--- src/rtl/detector_saida.sv ---
// ----------------------------------------------------------------------------
// detector_saida
//
// Watches the 1-bit result of an upstream compare stage (Saida). The signal
// arrives from another timing domain, so it is brought into clk through a
// two-flop synchronizer before anything else looks at it.
//
// From the synchronized level (ativo) the block derives:
//   - cont_bordas : saturating count of rising edges of ativo, cleared by limpa
//   - alarme      : raised once ativo has been high for N_CONSEC consecutive
//                   cycles, held until acknowledged with ack
//
// After an acknowledge that arrives while ativo is still high, the block waits
// in BLOQUEADO until ativo has dropped for at least one cycle, so a single
// long high run can raise at most one alarm.
//
// Parameters
//   N_CONSEC  consecutive high cycles of ativo that raise an alarm (2..15)
//   CONT_W    width of the rising-edge counter (2..16)
//
// Ports
//   clk          in   single clock, rising edge
//   rst          in   synchronous, active-high reset
//   Saida        in   raw compare result, asynchronous to clk
//   ack          in   acknowledges a pending alarm (only looked at in ALARME)
//   limpa        in   synchronous clear of cont_bordas (wins over an edge)
//   ativo        out  synchronized level of Saida
//   alarme       out  registered, high exactly while the FSM is in ALARME
//   cont_bordas  out  saturating rising-edge count of ativo
//   estado_dbg   out  current FSM state encoding (debug observation)
//   run_cnt_dbg  out  current run counter value (debug observation)
//
// Handshake: there is no valid/ready pair here. ack is a level sampled on
// each rising edge; one cycle of ack while alarme=1 is enough to leave
// ALARME, and ack is ignored in every other state.
// ----------------------------------------------------------------------------
module detector_saida #(
  parameter int N_CONSEC = 4,
  parameter int CONT_W   = 8
) (
  input  logic              clk,
  input  logic              rst,
  input  logic              Saida,
  input  logic              ack,
  input  logic              limpa,
  output logic              ativo,
  output logic              alarme,
  output logic [CONT_W-1:0] cont_bordas,
  output logic [1:0]        estado_dbg,
  output logic [3:0]        run_cnt_dbg
);

  typedef enum logic [1:0] {
    IDLE      = 2'd0,
    CONTANDO  = 2'd1,
    ALARME    = 2'd2,
    BLOQUEADO = 2'd3
  } estado_t;

  localparam logic [3:0]        RUN_MAX  = 4'(N_CONSEC);
  localparam logic [3:0]        RUN_PRE  = 4'(N_CONSEC - 1);
  localparam logic [CONT_W-1:0] CONT_MAX = {CONT_W{1'b1}};

  // Synchronizer and edge detection
  logic s1_q;
  logic ativo_q;
  logic ativo_dly_q;
  logic borda;

  // Counters
  logic [3:0]        run_cnt_q, run_cnt_d;
  logic [CONT_W-1:0] cont_q, cont_d;

  // FSM
  estado_t estado_q, estado_d;
  logic    alarme_q;

  assign borda = ativo_q & ~ativo_dly_q;

  // --------------------------------------------------------------------------
  // Synchronizer chain plus the one-cycle-delayed copy used for edge detect.
  // --------------------------------------------------------------------------
  always_ff @(posedge clk) begin
    if (rst) begin
      s1_q        <= 1'b0;
      ativo_q     <= 1'b0;
      ativo_dly_q <= 1'b0;
    end else begin
      s1_q        <= Saida;
      ativo_q     <= s1_q;
      ativo_dly_q <= ativo_q;
    end
  end

  // --------------------------------------------------------------------------
  // Run counter: counts consecutive high cycles of ativo, parked at N_CONSEC
  // so it never wraps during long runs.
  // --------------------------------------------------------------------------
  always_comb begin
    run_cnt_d = 4'd0;
    if (ativo_q) begin
      if (run_cnt_q >= RUN_MAX) begin
        run_cnt_d = RUN_MAX;
      end else begin
        run_cnt_d = run_cnt_q + 4'd1;
      end
    end
  end

  // --------------------------------------------------------------------------
  // Edge counter: independent of the FSM. limpa has priority over an edge in
  // the same cycle; the count sticks at all-ones instead of wrapping.
  // --------------------------------------------------------------------------
  always_comb begin
    cont_d = cont_q;
    if (limpa) begin
      cont_d = '0;
    end else if (borda && (cont_q != CONT_MAX)) begin
      cont_d = cont_q + 1'b1;
    end
  end

  // --------------------------------------------------------------------------
  // FSM next state. In CONTANDO the compare is against N_CONSEC-1 so that
  // ALARME is entered on the same edge where run_cnt reaches N_CONSEC.
  // --------------------------------------------------------------------------
  always_comb begin
    estado_d = estado_q;
    unique case (estado_q)
      IDLE: begin
        if (ativo_q) estado_d = CONTANDO;
      end
      CONTANDO: begin
        if (!ativo_q) begin
          estado_d = IDLE;
        end else if (run_cnt_q == RUN_PRE) begin
          estado_d = ALARME;
        end
      end
      ALARME: begin
        if (ack) begin
          estado_d = ativo_q ? BLOQUEADO : IDLE;
        end
      end
      BLOQUEADO: begin
        if (!ativo_q) estado_d = IDLE;
      end
      default: estado_d = IDLE;
    endcase
  end

  // --------------------------------------------------------------------------
  // State registers. alarme is its own flop loaded from the next-state decode,
  // so it is a clean registered output that tracks state ALARME exactly.
  // --------------------------------------------------------------------------
  always_ff @(posedge clk) begin
    if (rst) begin
      run_cnt_q <= 4'd0;
      cont_q    <= '0;
      estado_q  <= IDLE;
      alarme_q  <= 1'b0;
    end else begin
      run_cnt_q <= run_cnt_d;
      cont_q    <= cont_d;
      estado_q  <= estado_d;
      alarme_q  <= (estado_d == ALARME);
    end
  end

  assign ativo       = ativo_q;
  assign alarme      = alarme_q;
  assign cont_bordas = cont_q;
  assign estado_dbg  = estado_q;
  assign run_cnt_dbg = run_cnt_q;

endmodule

--- config.mk ---
export PLATFORM = sky130hd
export DESIGN_NAME = detector_saida
export DESIGN_NICKNAME = d
export VERILOG_FILES = /design/src/rtl/detector_saida.sv
export SDC_FILE = /design/constraint.sdc
export NUM_CORES = 1
export LEC_CHECK = 0
export ABC_AREA = 1
export ABC_CLOCK_PERIOD_IN_PS = 1620
export BUFFER_PORTS_ARGS = -buffer_cell sky130_fd_sc_hd__buf_2
export CORE_MARGIN = 3
export CORE_UTILIZATION = 35
export DETAILED_ROUTE_END_ITERATION = 8
export SLEW_MARGIN = 25
export SYNTH_ARGS = -nofsm -noshare
export SYNTH_HDL_FRONTEND = slang
export SYNTH_SLANG_ARGS = --single-unit
--- constraint.sdc ---
create_clock -name clk -period 1.62 [get_ports clk]
set_input_delay 0.243 -clock clk [delete_from_list [all_inputs] [get_ports clk]]
set_output_delay 0.243 -clock clk [all_outputs]
set_load 0.03 [all_outputs]
==> run metrics, run 1 <==
Final ANT Viol Nets 0; Adder-Cell Fraction of Synth Area 3.18%; xor/xnor share of the synthesized area 3.34%; number of synthesized flops with an enable pin 0; hold_ws 148 ps; CTS buffer count 3; DR pass1 iterations 3; # setup viols final 0; Unique masters post-synth 22; multi-input logic area 380 µm²; Tcrit/Tclk final 79.6%; vias per cell 4.42; DRT iter0 DRCs 8; largest family of logic cells by synthesized area simple AND/OR/NAND/NOR gates; min-delay worst type input port to flop; Placeable Area 2040 µm²; outcome completed; ANT cells 0; Critical Path AT 1480 ps; DRC Markers 0; sequential cell area 360 µm²; CTS tree yes; Synth Area in Compound Gates 7.32%; WP data required 1810 ps; drt total wl 1480 µm; P per Cell Area 807 nW/µm²; Via Count 698; # rows 16; root buf cell clkbuf_4; register clock-pin slew on the reported worst setup and hold paths 100 ps; GRT Total Usage 11.9%; post-DP HPWL 1170 µm; largest net degree at the start of global routing 11; first-pass GRT wire length 2420 µm; Yosys reg bits 18; initial antenna violation count 0; total negative setup slack 0 ps; routability cong. 0.832; vias in the first global route 567; Pleak 0.426 nW; Synth Flop Type dfxtp_1; minimum clock period after layout 1290 ps; synthesized area per cell 7.34 µm²; Fin. Hold Viols 0; mux contribution to synthesized area 0%; pins over their slew limit 0; clk_lat worst skew 290 ps; critical path class flop to flop; critical path startpoint category flop; Max Fanout on Critical Path 7; maxcap violations 0; cts hold-fix bufs 0; Post-CTS Resized 0; synth warn 0; f_max 0.776 GHz; post-synthesis sequential area ratio 45.9%; element type at the critical path end flop; Post-CTS Setup Bufs 0; # H-tree levels 1; Ports 21; share of cells above drive strength 1 25.2%; grt ovf 0; layout net count 139; global-route met2 utilization 16.9%; Synth Instances 107; largest vdd supply drop 0.472 mV; Area Growth Syn to Fin 21.7%; # port buffers 20; syn_nets 114; GRT Max-Usage Layer met2; worst clock skew 1.06 ps; RSZ-0062 raised after global routing false; post-synthesis async set-or-reset flop share 0%; Die H 53.4 µm; met1 GRT Util 15.1%; Mapped Area 786 µm²; fillers 227; die width 53.4 µm; DR WL/cell 9.36 µm; clock sink count 18; Synth Area in Simple Gates 34.1%; die area 2850 µm²; met3 GRT Util 3.66%; Final Power 772 µW; Finished Core Util 46.8%; initial core utilization 38.5%; clock buffer depth 2
[Yosys cell counts (2+ instances only)]
master	n	share of area, %
xor2_1	2	2.2
o21ai_1	2	1.3
inv_1	9	4.3
nor2_1	20	9.6
o21ai_0	3	1.9
a21oi_1	5	3.2
inv_2	3	1.4
nand2_1	25	12
nor3_1	2	1.3
nand2_2	2	1.6
nand3_1	5	3.2
dfxtp_1	18	46
ha_1	2	3.2
[state kept, by name, summed over array words and instances, names as in the netlist]
name,count
alarme,1
run_cnt_dbg,4
ativo_dly_q,1
cont_bordas,8
ativo,1
estado_dbg,2
s1_q,1
[cell type report]
| class | count | share of cell area, % |
|---|---|---|
| clock buffer | 4 | 3.80 |
| timing repair buffer | 20 | 10.5 |
| tap | 27 | 3.53 |
| inverter | 12 | 4.71 |
| sequential | 18 | 37.7 |
| multi-input combinational | 77 | 39.8 |
[metrics by stage]
stage	instances	setup WS (ps)	area [µm²]
5_1_grt	158	203	956
2_1_floorplan	107	195	786
3_5_place_dp	154	348	920
3_3_place_gp	154	391	920
4_1_cts	158	331	956
6_report	158	331	956
[power by group]
part / leakage, nW / switching (mW) / internal, mW
Sequential: 0.146 / 0.00524 / 0.449
Clock: 0.0210 / 0.133 / 0.137
Combinational: 0.259 / 0.0324 / 0.0144
Total: 0.426 / 0.171 / 0.601
[worst paths after layout]
check	start	to	slack, ps	depth (start not counted)
setup / recovery	cont_bordas[1]	cont_bordas[0]	330	8
hold / removal	Saida	s1_q	150	3
setup reg to reg	cont_bordas[1]	cont_bordas[0]	330	8
hold reg to reg	s1_q	ativo	410	2
[metal layers]
metal,part of all wire [%],up-vias
met3,3.7,4
met1,50,303
met2,43,10
met5,0,-
met4,2.6,0
li1,-,381
[cells by family (layout without fill, tap and decap cells)]
logic type	after synthesis	after routing
simple gates	60	60
flops	18	18
buf+inv	12	36
compound gates	11	11
xor+xnor	3	3
fa+ha+maj	2	2
other cells	1	1
[critical path: stages, from the launching register on]
cell and delay (ps):
dfxtp_1 400, ha_1 220, inv_2 70, nor2_4 120, nand2_2 90, nand2_4 100
inv_2 70, nor2_1 80, nor2_1 50
[cells in the final DEF, fill, tap and decap left out, drive strengths merged]
| master | synthesis | layout |
|---|---|---|
| nor2 | 22 | 22 |
| inv | 12 | 12 |
| nor3 | 3 | 3 |
| nand4 | 1 | 1 |
| o21ai | 5 | 5 |
| conb | 1 | 1 |
| nand3 | 5 | 5 |
| and2 | 1 | 1 |
| a21boi | 1 | 1 |
| a21oi | 5 | 5 |
| xnor2 | 1 | 1 |
| xor2 | 2 | 2 |
| ha | 2 | 2 |
| clkbuf | 0 | 4 |
| nand2 | 28 | 28 |
| dfxtp | 18 | 18 |
| buf | 0 | 20 |
No activity file was read; power rests on OpenSTA's default activity.
==> run 2: changes to the inputs <==
--- a/config.mk
+++ b/config.mk
@@ -5,8 +5,8 @@
 export SDC_FILE = /design/constraint.sdc
 export NUM_CORES = 1
 export LEC_CHECK = 0
-export ABC_AREA = 1
-export ABC_CLOCK_PERIOD_IN_PS = 1620
+export ABC_AREA = 0
+export ABC_CLOCK_PERIOD_IN_PS = 1100
 export BUFFER_PORTS_ARGS = -buffer_cell sky130_fd_sc_hd__buf_2
 export CORE_MARGIN = 3
 export CORE_UTILIZATION = 35
==> constraint.sdc (replaced) <==
create_clock -name clk -period 1.1 [get_ports clk]
set_input_delay 0.165 -clock clk [delete_from_list [all_inputs] [get_ports clk]]
set_output_delay 0.165 -clock clk [all_outputs]
set_load 0.03 [all_outputs]
==> run 2 against run 1 <==
The run now ends with setup timing left. Critical path depth shrank 3. Clock power rose by 53%. Power rose by 49%. Clock skew is 1.2 ps higher. Sequential power rose by 44%. Maximum frequency grew 7.6%. Register-to-register slack lost 430 ps. Sequential share of layout area shrank 5.7 points. Combinational power increased by 71%. Die area shrank 2.1%. Synthesized area decreased by 2.4%. Non-clock buffer count is 13 higher. Critical path type unchanged.
==> run metrics, run 2 <==
outcome finished with violations; failing checks setup timing; DR pass1 iterations 4 (+1); # port buffers 20 (unchanged); post-synth top area share 47.0% (+1.1 points); Mapped Area 767 µm² (-2.4%); Worst slew margin 62.4%; DRC Markers 0 (unchanged); min-delay worst type input port to flop; syn_nets 84 (-26%); Setup crit start cont_bordas[1]; Max Fanout on Critical Path 3 (-4); drt total wl 1840 µm (+24%); most frequent cells in the layout 11 x buf_2, 11 x buf_4, 8 x buf_6, 7 x dfxtp_4, 7 x dfxtp_2; register clock-pin slew on the reported worst setup and hold paths 100 ps (about the same); GRT Total Usage 14.2% (+2.4 points); Ports 21 (unchanged); Pleak 0.504 nW (+18%); die width 52.8 µm (-1.1%); first-pass GRT wire length 2840 µm (+18%); Unique masters post-synth 35 (+59%); clock buffer depth 2 (unchanged); minimum clock period after layout 1200 ps (-90.6 ps); number of synthesized flops with an enable pin 0 (unchanged); RSZ-0062 raised after global routing true; mux contribution to synthesized area 5.22% (+5.2 points); Adder-Cell Fraction of Synth Area 3.26% (+0.078 points); # setup viols final 8 (+8); Area Growth Syn to Fin 61.2%; Placeable Area 2020 µm² (-0.98%); vias in the first global route 649 (+14%); top area cells in the synthesized netlist dfxtp_1 47%, mux2i_1 5.2%, ha_1 3.3%, a211oi_1 2.9%, nand2_1 2.9%; sequential cell area 395 µm² (+9.7%); DR WL/cell 13.1 µm (+40%); Die H 52.8 µm (-1.1%); f_max 0.835 GHz (+7.6%); critical path class flop to flop; ANT cells 0 (unchanged); # rows 16 (unchanged); Least-Margin Pin Slew 562 ps; clk_lat worst skew 300 ps (about the same); Final ANT Viol Nets 0 (unchanged); synthesized area per cell 9.96 µm² (+36%); Psw 263 µW (+54%); clock power share 35.8% (+0.8 points); initial core utilization 37.9% (-0.55 points); Via Count 702 (+0.57%); Worst Setup Slack, final -98.3 ps (-429 ps); post-synthesis sequential area ratio 47.0% (+1.1 points); share of cells above drive strength 1 68.1% (+43 points); DRT iter0 DRCs 2 (-6); largest net degree at the start of global routing 11 (unchanged); max reg flops 8 (unchanged); worst clock skew 2.28 ps (+1.22 ps); element type at the critical path end flop; vias per cell 5.01 (+14%); root buf cell clkbuf_4; hold_ws 87.0 ps (-61.2 ps); Yosys reg bits 18 (unchanged); # H-tree levels 1 (unchanged); Synth Area in Simple Gates 28.4% (-5.7 points); xor/xnor share of the synthesized area 0% (-3.3 points); critical path startpoint category flop; P per Cell Area 930 nW/µm² (+15%); hold path start Saida; synth cell count leaders 18 x dfxtp_1, 6 x nand2_1, 4 x mux2i_1, 4 x nor2_1; die area 2790 µm² (-2.1%); cell type with the largest total area after synthesis dfxtp_1; Synth Instances 77 (-28%); Tcrit/Tclk final 109% (+29 points); Switching Fraction 22.9% (+0.75 points); post-synthesis async set-or-reset flop share 0% (unchanged); largest vdd supply drop 0.650 mV (+38%); initial antenna violation count 0 (unchanged); Comb pwr share 7.0% (+0.9 points); Fin. Hold Viols 0 (unchanged); CTS buffer count 3 (unchanged); maxcap violations 0 (unchanged); Synth Area in Compound Gates 13.5% (+6.2 points); post-DP HPWL 1260 µm (+7.6%); synth warn 0 (unchanged); pins over their slew limit 0 (unchanged); Place WS -113 ps (-462 ps); Critical Path AT 1440 ps (-40 ps); layout net count 121 (-13%); CTS tree yes; most frequent cell after synthesis dfxtp_1; cts hold-fix bufs 0 (unchanged); largest family of logic cells by synthesized area simple AND/OR/NAND/NOR gates; clock sink count 18 (unchanged); WP data required 1350 ps (-460 ps); worst r2r src cont_bordas[1]; routability cong. 0.707 (-15%); Pint 886 µW (+48%); multi-input logic area 509 µm² (+34%); Seq pwr share 57.2% (-1.7 points); fillers 181 (-20%); Synth Flop Type dfxtp_1; grt ovf 0 (unchanged)
==> run 2: changes by cell type in the layout (fill, tap and decap cells not counted), moves of 4 or more <==
cell / previous run / this run
nand2_1: 25 / 6
nor2_1: 20 / 4
dfxtp_1: 18 / 4
buf_4: 0 / 11
buf_2: 20 / 11
buf_6: 0 / 8
dfxtp_2: 0 / 7
dfxtp_4: 0 / 7
inv_1: 9 / 3
a21oi_1: 5 / 1
mux2i_1: 0 / 4
nand3_1: 5 / 1
==> run 2: cell type report <==
cell class	count	area share (%)
Sequential cell	18	32.0
Multi-Input combinational cell	55	41.2
Tap cell	27	2.73
Clock buffer	4	2.94
Timing Repair Buffer	33	20.2
Inverter	3	0.911
==> run 2: metal layers <==
layer | share of wire (%) | track usage, % | vias to the layer above
li1 | - | - | 357
met1 | 45 | 18.3 | 323
met2 | 48 | 22.3 | 18
met3 | 4.1 | 2.56 | 4
met4 | 2.9 | 7.23 | 0
met5 | 0 | 0 | -
==> run 2: worst max-delay path, stage by stage, from the launching register on <==
cell and delay, ps:
dfxtp_4 380, ha_4 130, buf_4 100, nand4_1 160, o2111ai_2 210, o211a_1 160
==> run 2: final timing paths <==
check | end | slack (ps) | depth (start not counted)
hold reg to reg | run_cnt_dbg[0] | 450 | 1
setup reg to reg | cont_bordas[5] | -100 | 5
hold / removal | s1_q | 90 | 2
setup / recovery | cont_bordas[5] | -100 | 5
==> run 2: cell families (layout without fill, tap and decap cells) <==
logic type                 after synthesis  after routing
adders and majority gates                2              2
muxes                                    4              4
DFF                                     18             18
AOI/OAI and AO/OA                       14             14
buffers and inverters                    4             40
and+or+nand+nor                         34             34
other                                    1              1
==> run 2: metrics by stage <==
step	utilization, %	setup TNS [ps]	instance area (µm²)	instances	total power [mW]
after floorplan	-	-464	827	77	0.716
after global placement	51.4	-291	1040	134	0.744
after detailed placement	51.4	-471	1040	134	0.746
after CTS	56.1	-459	1130	138	1.16
after global routing	61.1	-1050	1240	140	1.22
final	61.1	-371	1240	140	1.15
==> run 2: power groups by stage <==
stage / Clock [mW] / Combinational, mW / Sequential (mW)
after floorplan: 0 / 0.0309 / 0.685
after detailed placement: 0 / 0.0723 / 0.674
final: 0.412 / 0.0802 / 0.657
after CTS: 0.431 / 0.0743 / 0.659
after global routing: 0.470 / 0.0879 / 0.660
after global placement: 0 / 0.0717 / 0.672
==> run 2: repair_timing <==
| action | 4_1_cts | 5_1_grt |
|---|---|---|
| pin swaps | 6 | 8 |
| hold endpoints to repair | 0 | 0 |
| setup buffers | 0 | 2 |
| gates resized for setup | 17 | 21 |
| endpoints found under the setup margin | 16 | 21 |
| gates cloned | 0 | 0 |
==> run 3: changes to the inputs <==
--- a/config.mk
+++ b/config.mk
@@ -6,7 +6,7 @@
 export NUM_CORES = 1
 export LEC_CHECK = 0
 export ABC_AREA = 0
-export ABC_CLOCK_PERIOD_IN_PS = 1100
+export ABC_CLOCK_PERIOD_IN_PS = 980
 export BUFFER_PORTS_ARGS = -buffer_cell sky130_fd_sc_hd__buf_2
 export CORE_MARGIN = 3
 export CORE_UTILIZATION = 35
==> constraint.sdc (replaced) <==
create_clock -name clk -period 0.98 [get_ports clk]
set_input_delay 0.147 -clock clk [delete_from_list [all_inputs] [get_ports clk]]
set_output_delay 0.147 -clock clk [all_outputs]
set_load 0.03 [all_outputs]
==> run 3 against run 2 <==
The flow still finishes with violations (setup timing). Flip-flop and latch count is the same. Die area unchanged. Setup slack got worse by 84 ps. Via count up 9.4%. Clock power increased by 13%. Maximum frequency is 3.1% higher. Final cell count is 8.6% higher. Highest routed layer unchanged.
==> run metrics, run 3 (same netlist as run 2, synthesis figures left out) <==
Final Power 1.33 mW (+16%); root buf cell clkbuf_4; f_max 0.860 GHz (+3.1%); Pleak 0.583 nW (+16%); clock buffer depth 2 (unchanged); largest net degree at the start of global routing 11 (unchanged); post-DP HPWL 1410 µm (+12%); min-delay worst type input port to flop; Worst Setup Slack, final -183 ps (-84.5 ps); Fin. Hold Viols 0 (unchanged); die area 2790 µm² (unchanged); ANT cells 0 (unchanged); Placeable Area 2020 µm² (unchanged); # rows 16 (unchanged); element type at the critical path end flop; GRT Total Usage 16.9% (+2.7 points); initial antenna violation count 0 (unchanged); WP data required 1200 ps (-150 ps); failing checks setup timing; # H-tree levels 1 (unchanged); worst hold path cell count 2 (unchanged); Finished Core Util 68.6% (+7.5 points); critical path startpoint category flop; commonest non-fill, non-tap cell in the layout buf_6; worst clock skew 8.66 ps (+6.38 ps); Ports 21 (unchanged); share of cells above drive strength 1 68.8% (+0.66 points); DRC Markers 0 (unchanged); Max Fanout on Critical Path 5 (+2); DR pass1 iterations 4 (unchanged); critical path class flop to flop; hold path start Saida; max reg flops 8 (unchanged); multi-input logic area 482 µm² (-5.4%); # setup viols final 23 (+15); # port buffers 20 (unchanged); Setup crit start cont_bordas[0]; Placed Instances 139 (+3.7%); Crit path max-delay family flip-flops; reg2reg path depth 4 (-1); die width 52.8 µm (unchanged); Die H 52.8 µm (unchanged); RSZ-0062 raised after global routing true; register clock-pin slew on the reported worst setup and hold paths 110 ps (about the same); Tcrit/Tclk final 119% (+9.7 points); layout net count 133 (+9.9%); drt total wl 2060 µm (+12%); hold_ws 68.6 ps (-18.5 ps); Worst Path Buf+Inv 0 (-1); Place WS -202 ps (-88.8 ps); pins over their slew limit 0 (unchanged); sequential cell area 399 µm² (+0.95%); grt ovf 0 (unchanged); vias in the first global route 715 (+10%); routability cong. 0.721 (+1.9%); most frequent cells in the layout 26 x buf_6, 15 x buf_4, 8 x dfxtp_4, 7 x dfxtp_2, 6 x nand2_1; outcome finished with violations; minimum clock period after layout 1160 ps (-35.5 ps); Slowest-stage cell, CP dfxtp_4; Area Growth Syn to Fin 80.9%; clock sink count 18 (unchanged); vias per cell 5.05 (+0.76%); Layout Cells excl Fill 152 (+8.6%); Via Count 768 (+9.4%); largest vdd supply drop 0.552 mV (-15%); CTS tree yes; fillers 162 (-10%); maxcap violations 0 (unchanged); CTS buffer count 3 (unchanged); CP cell instances ha_4 -> and4_4 -> a211oi_2 -> mux2i_1; DRT iter0 DRCs 5 (+3); DR WL/cell 13.6 µm (+3.1%); clk_lat worst skew 300 ps (about the same); Critical Path AT 1390 ps (-50 ps); Worst path max stage delay 380 ps (about the same); initial core utilization 37.9% (unchanged); Crit path depth 4 (-1); worst r2r src cont_bordas[0]; Final ANT Viol Nets 0 (unchanged); first-pass GRT wire length 3380 µm (+19%); P per Cell Area 958 nW/µm² (+3.0%)
[run 3: cell types whose count changed in the layout (fill, tap and decap cells not counted), sizes merged]
cell,delta
buf,+15
clkbuf,-3
[run 3: cell type report]
cell class / count / share of cell area, %
timing repair buffer: 45 / 30.7
multi-input combinational: 55 / 34.7
sequential: 18 / 28.8
clock buffer: 4 / 2.61
inverter: 3 / 0.812
tap: 27 / 2.43
[run 3: worst paths after layout]
check                                      end  slack [ps]
worst max register to register  cont_bordas[3]        -180
worst max-delay path            cont_bordas[3]        -180
worst min-delay path                      s1_q          70
worst min register to register           ativo         460
[run 3: report_power, final]
part | switching (mW) | leakage (nW) | internal [mW] | total, mW
clock network | 0.241 | 0.0210 | 0.226 | 0.467
registers | 0.00976 | 0.155 | 0.723 | 0.733
logic | 0.0603 | 0.406 | 0.0692 | 0.130
[run 3: metrics by stage]
step | cell area [µm²] | setup TNS (ps)
final | 1390 | -2040
after global routing | 1390 | -2930
after CTS | 1330 | -2240
after detailed placement | 1110 | -1350
after global placement | 1110 | -1200
after floorplan | 858 | -1490
[run 3: repair_timing]
| item | 4_1_cts | 5_1_grt |
|---|---|---|
| buffers inserted | 8 | 1 |
| pin swaps | 4 | 3 |
| cloned | 0 | 0 |
| hold buffers | 0 | 0 |
| gates resized for setup | 40 | 12 |
| setup endpoints to repair | 27 | 30 |
[run 3: routing by layer]
metal | global-route usage (%) | wire, µm | vias to the layer above | part of all wire, %
li1 | - | - | 386 | -
met1 | 21.3 | 942 | 362 | 46
met2 | 26.7 | 1010 | 15 | 49
met3 | 3.70 | 71 | 5 | 3.4
met4 | 8.94 | 38 | 0 | 1.8
met5 | 0 | 0 | - | 0
[run 3: worst reg2reg max path: cells and delay by family, from the launching register on]
kind	cells	cell delay, ps
AND/OR/NAND/NOR	1	170
multiplexers	1	190
flip-flops	1	380
adder cells (fa/ha/maj)	1	160
AO/OA/AOI/OAI	1	200
